**src/rtl/tea_pkg.sv**
```systemverilog
// Shared types, constants and helpers for the TEA cipher core.
// Optional build macro used by the core: TEA_UNROLL2_EN (two rounds per clock).
package tea_pkg;

  localparam logic [31:0] DELTA_DEFAULT = 32'h9E3779B9;

  // Word positions of k0..k3 inside the 128-bit key (k0 is the top word).
  localparam int K0_IDX = 3;
  localparam int K1_IDX = 2;
  localparam int K2_IDX = 1;
  localparam int K3_IDX = 0;

  typedef enum logic [1:0] {
    IDLE = 2'd0,
    RUN  = 2'd1,
    DONE = 2'd2
  } tea_state_e;

  function automatic logic [31:0] key_word(input logic [127:0] key, input int idx);
    return key[idx*32 +: 32];
  endfunction

  // Decrypt walks the schedule backwards, so it starts from DELTA*ROUNDS.
  function automatic logic [31:0] tea_sum_init(input logic mode, input int rounds,
                                               input logic [31:0] delta);
    logic [31:0] rounds_w;
    rounds_w = 32'(rounds);
    return mode ? delta * rounds_w : 32'h0;
  endfunction

  function automatic logic [31:0] tea_mix(input logic [31:0] x, input logic [31:0] sum,
                                          input logic [31:0] ka, input logic [31:0] kb);
    return ((x << 4) + ka) ^ (x + sum) ^ ((x >> 5) + kb);
  endfunction

endpackage

```
**src/rtl/tea_round.sv**
```systemverilog
// One full TEA cycle (both halves), encrypt or decrypt, purely combinational.
module tea_round
  import tea_pkg::*;
#(
  parameter logic [31:0] DELTA = DELTA_DEFAULT
) (
  input  logic         mode_i,
  input  logic [31:0]  v0_i,
  input  logic [31:0]  v1_i,
  input  logic [31:0]  sum_i,
  input  logic [127:0] key_i,
  output logic [31:0]  v0_o,
  output logic [31:0]  v1_o,
  output logic [31:0]  sum_o
);

  logic [31:0] k0, k1, k2, k3;
  logic [31:0] enc_sum, enc_v0, enc_v1;
  logic [31:0] dec_v0, dec_v1;

  assign k0 = key_word(key_i, K0_IDX);
  assign k1 = key_word(key_i, K1_IDX);
  assign k2 = key_word(key_i, K2_IDX);
  assign k3 = key_word(key_i, K3_IDX);

  // Second half of each direction depends on the freshly updated first half.
  always_comb begin
    enc_sum = sum_i + DELTA;
    enc_v0  = v0_i + tea_mix(v1_i, enc_sum, k0, k1);
    enc_v1  = v1_i + tea_mix(enc_v0, enc_sum, k2, k3);
    dec_v1  = v1_i - tea_mix(v0_i, sum_i, k2, k3);
    dec_v0  = v0_i - tea_mix(dec_v1, sum_i, k0, k1);
  end

  assign v0_o  = mode_i ? dec_v0 : enc_v0;
  assign v1_o  = mode_i ? dec_v1 : enc_v1;
  assign sum_o = mode_i ? (sum_i - DELTA) : enc_sum;

endmodule

```
**src/rtl/tea_cipher_core.sv**
```systemverilog
// Iterative TEA core: accepts one block, runs ROUNDS cycles, presents the result.
// Define TEA_UNROLL2_EN to chain two rounds per clock (ROUNDS must then be even).
module tea_cipher_core
  import tea_pkg::*;
#(
  parameter int          ROUNDS = 32,
  parameter logic [31:0] DELTA  = DELTA_DEFAULT
) (
  input  logic         clk,
  input  logic         reset,
  input  logic         in_valid,
  output logic         in_ready,
  input  logic         in_mode,
  input  logic [31:0]  in_v0,
  input  logic [31:0]  in_v1,
  input  logic [127:0] in_key,
  output logic         out_valid,
  input  logic         out_ready,
  output logic [31:0]  out_v0,
  output logic [31:0]  out_v1,
  output logic         busy
);

`ifdef TEA_UNROLL2_EN
  localparam int STEP = 2;
`else
  localparam int STEP = 1;
`endif
  localparam logic [6:0] LAST_CNT = 7'(ROUNDS - STEP);

  if (ROUNDS < 1 || ROUNDS > 64) begin : g_bad_rounds
    $error("tea_cipher_core: ROUNDS must be in 1..64");
  end
`ifdef TEA_UNROLL2_EN
  if (ROUNDS % 2 != 0) begin : g_odd_rounds
    $error("tea_cipher_core: ROUNDS must be even when two rounds run per clock");
  end
`endif

  tea_state_e   state_q, state_d;
  logic [6:0]   cnt_q, cnt_d;
  logic [31:0]  v0_q, v0_d, v1_q, v1_d, sum_q, sum_d;
  logic [127:0] key_q, key_d;
  logic         mode_q, mode_d;
  logic [31:0]  out_v0_q, out_v0_d, out_v1_q, out_v1_d;

  logic [31:0]  r1_v0, r1_v1, r1_sum;
  logic [31:0]  nx_v0, nx_v1, nx_sum;

  tea_round #(.DELTA(DELTA)) u_round0 (
    .mode_i (mode_q),
    .v0_i   (v0_q),
    .v1_i   (v1_q),
    .sum_i  (sum_q),
    .key_i  (key_q),
    .v0_o   (r1_v0),
    .v1_o   (r1_v1),
    .sum_o  (r1_sum)
  );

`ifdef TEA_UNROLL2_EN
  tea_round #(.DELTA(DELTA)) u_round1 (
    .mode_i (mode_q),
    .v0_i   (r1_v0),
    .v1_i   (r1_v1),
    .sum_i  (r1_sum),
    .key_i  (key_q),
    .v0_o   (nx_v0),
    .v1_o   (nx_v1),
    .sum_o  (nx_sum)
  );
`else
  assign nx_v0  = r1_v0;
  assign nx_v1  = r1_v1;
  assign nx_sum = r1_sum;
`endif

  always_comb begin
    state_d  = state_q;
    cnt_d    = cnt_q;
    v0_d     = v0_q;
    v1_d     = v1_q;
    sum_d    = sum_q;
    key_d    = key_q;
    mode_d   = mode_q;
    out_v0_d = out_v0_q;
    out_v1_d = out_v1_q;
    unique case (state_q)
      IDLE: begin
        if (in_valid) begin
          v0_d    = in_v0;
          v1_d    = in_v1;
          key_d   = in_key;
          mode_d  = in_mode;
          sum_d   = tea_sum_init(in_mode, ROUNDS, DELTA);
          cnt_d   = 7'd0;
          state_d = RUN;
        end
      end
      RUN: begin
        v0_d  = nx_v0;
        v1_d  = nx_v1;
        sum_d = nx_sum;
        cnt_d = cnt_q + 7'(STEP);
        if (cnt_q == LAST_CNT) begin
          out_v0_d = nx_v0;
          out_v1_d = nx_v1;
          cnt_d    = 7'd0;
          state_d  = DONE;
        end
      end
      DONE: begin
        if (out_ready) state_d = IDLE;
      end
      default: state_d = IDLE;
    endcase
  end

  always_ff @(posedge clk or posedge reset) begin
    if (reset) begin
      state_q  <= IDLE;
      cnt_q    <= 7'd0;
      v0_q     <= 32'h0;
      v1_q     <= 32'h0;
      sum_q    <= 32'h0;
      key_q    <= 128'h0;
      mode_q   <= 1'b0;
      out_v0_q <= 32'h0;
      out_v1_q <= 32'h0;
    end else begin
      state_q  <= state_d;
      cnt_q    <= cnt_d;
      v0_q     <= v0_d;
      v1_q     <= v1_d;
      sum_q    <= sum_d;
      key_q    <= key_d;
      mode_q   <= mode_d;
      out_v0_q <= out_v0_d;
      out_v1_q <= out_v1_d;
    end
  end

  assign in_ready  = (state_q == IDLE);
  assign out_valid = (state_q == DONE);
  assign busy      = (state_q == RUN);
  assign out_v0    = out_v0_q;
  assign out_v1    = out_v1_q;

endmodule
```
**config.mk**
```make
export PLATFORM = sky130hd
export DESIGN_NAME = tea_cipher_core
export DESIGN_NICKNAME = d
export VERILOG_FILES = /design/src/rtl/tea_pkg.sv /design/src/rtl/tea_round.sv /design/src/rtl/tea_cipher_core.sv
export SDC_FILE = /design/constraint.sdc
export NUM_CORES = 2
export LEC_CHECK = 0
export CELL_PAD_IN_SITES_DETAIL_PLACEMENT = 1
export CELL_PAD_IN_SITES_GLOBAL_PLACEMENT = 1
export CORE_ASPECT_RATIO = 1.2
export CORE_MARGIN = 10
export CORE_UTILIZATION = 49
export DETAILED_ROUTE_END_ITERATION = 10
export PLACE_DENSITY = 0.95
export SETUP_SLACK_MARGIN = 0.3
export SLEW_MARGIN = 20
export SYNTH_ARGS = -nofsm -noshare
export SYNTH_HDL_FRONTEND = slang
export SYNTH_SLANG_ARGS = --single-unit
```
**constraint.sdc**
```tcl
create_clock -name clk -period 31.3 [get_ports clk]
set_input_delay 6.26 -clock clk [delete_from_list [all_inputs] [get_ports clk]]
set_output_delay 6.26 -clock clk [all_outputs]
set_load 0.02 [all_outputs]
```
Yosys cells after proc, flatten, opt, wreduce, memory -nomap -nowiden
Index checks and enable logic that the tools add are counted.

Bits in registers: 298. Output and inout port bits: 67. Logic and storage cells: 65.

Equality and inequality tests: 6. Bitwise operators: 8. $add $sub $neg: 19. Reduce and logical (&&, ||, !) cells: 6. Muxes and demuxes: 17.

Operators with widths (count): adder 32 bit (10); XOR 32 bit (8); two-way mux 32 bit (7); one-hot mux 32 bit (2 select lines) (3); adder 27 x 32 -> 32 bit (4); subtractor 32 bit (2); adder 32 bit, second input constant (1); subtractor 32 bit, second input constant (1); two-way mux 7 bit (2); one-hot mux 7 bit (2 select lines) (1); adder 7 x 1 -> 7 bit, second input constant (1); equality test 7 x 5 -> 1 bit, second input constant (1); two-way mux 2 bit (3); one-hot mux 2 bit (3 select lines) (1); AND reduction 2 bit (3); != test 2 x 1 -> 1 bit, second input constant (2); AND reduction 3 bit (1); equality test 2 x 1 -> 1 bit, second input constant (1); equality test 2 bit, second input constant (1); logical NOT 2 bit (1); != test 2 bit, second input constant (1); nonzero test 2 bit (1).

Longest topological paths before layout
Depth after elaboration: 11. Gate-level depth with buffers: 46.

Hierarchy
From an unflattened synthesis, not the netlist that was laid out.

Cells, all modules: 4495. Area total of the unflattened synthesis: 37265.7 µm².

Modules (own cells, without submodules): tea_round (cells an instance 3381, instances 1, area each 25453.2 µm², sequential area each 0.0 µm²); tea_cipher_core (cells an instance 1114, instances 1, area each 11812.6 µm², sequential area each 7457.2 µm²).

Worst setup path before layout
Ideal clock, no wire load.

Path type: register -> register. Start: register sum_q[1]. End: register v1_q[31]. Clock period less this slack: 9.196 ns. Setup slack: 22.104 ns. Arrival time: 9.065 ns. Stages on the path, launching flop included: 43. Cell sequence: dfrtp_1 ha_1 a2111o_1 a21o_1 o21ai_0 xnor2_1 ha_1 o21ai_0 nor2_1 a221o_1 a31oi_1 o21ai_1 a31oi_1 xnor2_1 ha_1 clkbuf_1 nor2_1 nor2b_1 [... 7 more ...] o21ai_1 xor2_1 ha_1 a21o_1 a21oi_1 o31ai_1 or3_1 a211o_1 a31o_2 a21oi_2 xnor2_1 ha_1 and4_1 a221o_1 o41ai_1 xnor3_1 mux2i_1 nand3_1.

Word-level cells in the longest chain between the ends: 11.

RTL lines: start: declaration (RTL line tea_cipher_core.sv:42) `logic [31:0] v0_q, v0_d, v1_q, v1_d, sum_q, sum_d;`; start signal: assignment (RTL line tea_cipher_core.sv:135) `sum_q <= sum_d;`; adder 32 bit (RTL line tea_round.sv:28) `enc_sum = sum_i + DELTA;`; adder 32 bit (RTL line tea_pkg.sv:33) `return ((x << 4) + ka) ^ (x + sum) ^ ((x >> 5) + kb);`; XOR 32 bit (2 in series) (RTL line tea_pkg.sv:33); adder 32 bit (RTL line tea_round.sv:29) `enc_v0 = v0_i + tea_mix(v1_i, enc_sum, k0, k1);`; adder 32 bit (RTL line tea_pkg.sv:33); XOR 32 bit (2 in series) (RTL line tea_pkg.sv:33); adder 32 bit (RTL line tea_round.sv:30) `enc_v1 = v1_i + tea_mix(enc_v0, enc_sum, k2, k3);`; two-way mux 32 bit * (RTL line tea_round.sv:36) `assign v1_o = mode_i ? dec_v1 : enc_v1;`; one-hot mux 32 bit (2 select lines) * (RTL line tea_cipher_core.sv:88) `unique case (state_q)`; end signal: assignment (RTL line tea_cipher_core.sv:134) `v1_q <= v1_d;`; end: declaration (RTL line tea_cipher_core.sv:42).

Every way passes the cells marked *; elsewhere a longest branch is shown, timed or not. A chain may end at the register's enable or synchronous reset.

Worst setup path after layout
Start: register v0_q[5]. End: register v0_q[31].

Word-level cells in the longest chain between the ends: 10.

RTL lines: start: declaration (RTL line tea_cipher_core.sv:42); start signal: assignment (RTL line tea_cipher_core.sv:133) `v0_q <= v0_d;`; adder 32 bit (RTL line tea_pkg.sv:33); XOR 32 bit (2 in series) (RTL line tea_pkg.sv:33); subtractor 32 bit (RTL line tea_round.sv:31) `dec_v1 = v1_i - tea_mix(v0_i, sum_i, k2, k3);`; adder 32 bit (RTL line tea_pkg.sv:33); XOR 32 bit (2 in series) (RTL line tea_pkg.sv:33); subtractor 32 bit (RTL line tea_round.sv:32) `dec_v0 = v0_i - tea_mix(dec_v1, sum_i, k0, k1);`; two-way mux 32 bit * (RTL line tea_round.sv:35) `assign v0_o = mode_i ? dec_v0 : enc_v0;`; one-hot mux 32 bit (2 select lines) * (RTL line tea_cipher_core.sv:88).

Marked as above.

==> flow_metrics.py <==
metrics = {
    "setup_path": {
        "cp-end-kind": "flop",
        "slowest_stage": "xor2_1",
        "required_ns": 31.80,
        "cp_slowest_stage_delay_ns": 1.03,
        "critPathKind": "reg -> reg",
        "cp_data_arrival_time_ns": 12.05,
        "cp_common_cell": "a21o_1",
        "path_max_fanout": 6,
        "cp-start-kind": "flop",
    },
    "timing": {
        "rsz0062_at_grt": "no",
        "setup_ws_ns": 19.75,
        "maxSlewHeadroom": 0.149,
        "setup_tns_ns": 0,
        "clock.fmax_ghz": 0.0866,
        "final_hold_viol_count": 0,
        "finalMaxSlewViolations": 0,
        "min_period_ns": 11.55,
        "skew_ns": 0.0334,
        "final.period_utilization": 0.369,
        "tightest_slew_ns": 1.27,
        "setup-violations-final": 0,
    },
    "synthesis": {
        "async_flop_share": 1.00,
        "synth.most_common_cell": "nand2_1",
        "syn_inst": 4560,
        "synth_common_cells": "nand2_1 (650), xnor2_1 (603), ha_1 (482)",
        "netlist_area_um2": 36800,
        "synth_cell_types": 98,
        "syn_nets": 5255,
        "synth_flop_cell": "dfrtp_1",
        "yosysSeqAreaShare": 0.203,
        "yosys-top-cells-area": "dfrtp_1 (20%), ha_1 (16%), xnor2_1 (14%)",
        "synth_area_per_cell_um2": 8.07,
        "ys_ff_latch": 298,
        "synth_edf_count": 0,
        "synth_top_area_frac": 0.203,
        "yosys_warnings": 0,
        "synth.largest_area_cell": "dfrtp_1",
    },
    "cts": {
        "cts_tree": "done",
        "path_clk_slew_ns": 0.07,
        "max-clock-path-buffers": 3,
        "post_cts_buffers": 0,
        "cts-resized-gates": 0,
        "cts_buffers": 37,
        "cts.htree.levels": 2,
        "cts_hold_buf": 0,
        "cts_root_buf": "clkbuf_16",
        "clk-insertion-delay-late_ns": 0.60,
        "cts.sinks": 298,
    },
    "layout": {
        "instances_no_fill": 5790,
        "final_nets": 5450,
        "post-route-util": 0.558,
        "multi_input_area_um2": 28400,
        "fillers": 9086,
        "seqCellArea_um2": 7460,
        "areaGrowthSynthToFinish_pct": 13.3,
        "n_antenna_cell": 0,
        "drive_gt1_frac": 0.0309,
    },
    "global_route": {
        "grt_max_degree": 105,
        "grt_pass1_vias": 39100,
        "grtUsageTotal": 0.354,
        "antenna_found_initial": 1,
        "grt_overflow": 0,
        "grt_pass1_wl_mm": 238,
    },
    "floorplan": {
        "die_w_um": 270,
        "die-area_um2": 86500,
        "core_um2": 74700,
        "num_rows": 110,
        "start_util": 0.493,
        "die_h_um": 320,
        "io_pins": 264,
    },
    "placement": {
        "dp_worst_setup_slack_ns": 20.25,
        "gp_congestion": 1.02,
        "hpwl_mm": 126,
        "io_buffers": 263,
        "dp.cells": 5723,
    },
    "routing": {
        "dr_wl_met3_mm": 8.89,
        "met1Wirelength_mm": 57.1,
        "drc": 0,
        "route.met2.wl_mm": 74.6,
        "firstDrtPassIters": 5,
        "routed_wl_mm": 158,
        "viasPerCell": 6.36,
        "wl_per_cell_um": 27.4,
        "highest_layer": "met5",
        "drtIter0Drc": 2690,
        "drtAntennaViolNets": 0,
        "vias": 36800,
    },
    "flow_run": {
        "maxCapViolCount": 0,
    },
    "worst_hold_path": {
        "min_path_type": "reg -> reg",
    },
    "outcome": {
        "status": "completed",
    },
}
==> area by class of cell <==
type / instances / share of cell area
multi-input cells: 4013 / 0.682
flip-flops and latches: 298 / 0.179
repair buffers: 284 / 0.0674
well taps: 1008 / 0.0302
clock buffers: 55 / 0.0270
inverters: 121 / 0.0111
clock inverters: 11 / 0.00369
==> per-stage QoR <==
stage                     instance area (µm²)  hold WS, ns
final                                   41700        0.481
after global routing                    41700        0.510
after CTS                               41700        0.486
after detailed placement                40400        0.471
after global placement                  40400        0.460
after floorplan                         36800        0.458
==> cells by family after synthesis <==
| group | count (synthesis) | share of synthesized area |
|---|---|---|
| flip-flops | 298 | 0.203 |
| buffers and inverters | 249 | 0.0256 |
| XOR/XNOR | 733 | 0.178 |
| AO/OA/AOI/OAI | 1426 | 0.250 |
| adder cells (fa/ha/maj) | 498 | 0.173 |
| AND/OR/NAND/NOR | 1325 | 0.162 |
| multiplexers | 31 | 0.00863 |
==> flip-flops by register name, indices dropped and copies added, names as in the netlist <==
register and cells:
state_q 2, key_q 128, v1_q 32, out_v0 32, out_v1 32, mode_q 1, cnt_q 7, v0_q 32
sum_q 32
==> per-layer routing <==
layer  vias to the layer above  track usage
li1                      16700            -
met1                     17800        0.368
met2                      1602        0.602
met3                       696       0.0549
met4                         2        0.345
met5                         -            0
==> worst paths after layout <==
kind | end | slack [ns] | cells past startpoint | from
min in group asynchronous | v1_q[14] | 6.21 | 2 | reset
worst max register to register | v0_q[31] | 19.75 | 42 | v0_q[5]
worst min-delay path | out_v1[16] | 0.48 | 2 | out_v1[16]
worst max-delay path | v0_q[31] | 19.75 | 42 | v0_q[5]
max in group asynchronous | mode_q | 22.81 | 4 | reset
worst min register to register | out_v1[16] | 0.48 | 2 | out_v1[16]
==> critical path: cells and delay by family, from the launching register on <==
family / cells / cell delay [ns]
mux: 1 / 0.20
buf+inv: 1 / 0.13
xor+xnor: 5 / 2.24
flops: 1 / 0.51
simple gates: 7 / 1.47
fa+ha+maj: 5 / 1.96
compound gates: 23 / 4.90
==> cells in the final DEF (no fill, tap or decap), types with 118 or more instances in the layout <==
master	synthesis	layout
nor2_1	260	259
dfrtp_1	298	297
xor2_1	118	118
clkdlybuf4s50_1	0	263
nand2_1	650	649
xnor2_1	603	602
o21ai_0	291	291
ha_1	482	482
a21oi_1	386	386
a21o_1	214	214
Power is not shown: default switching activity piles up to over one toggle a cycle in this logic, so the estimate is an artifact.
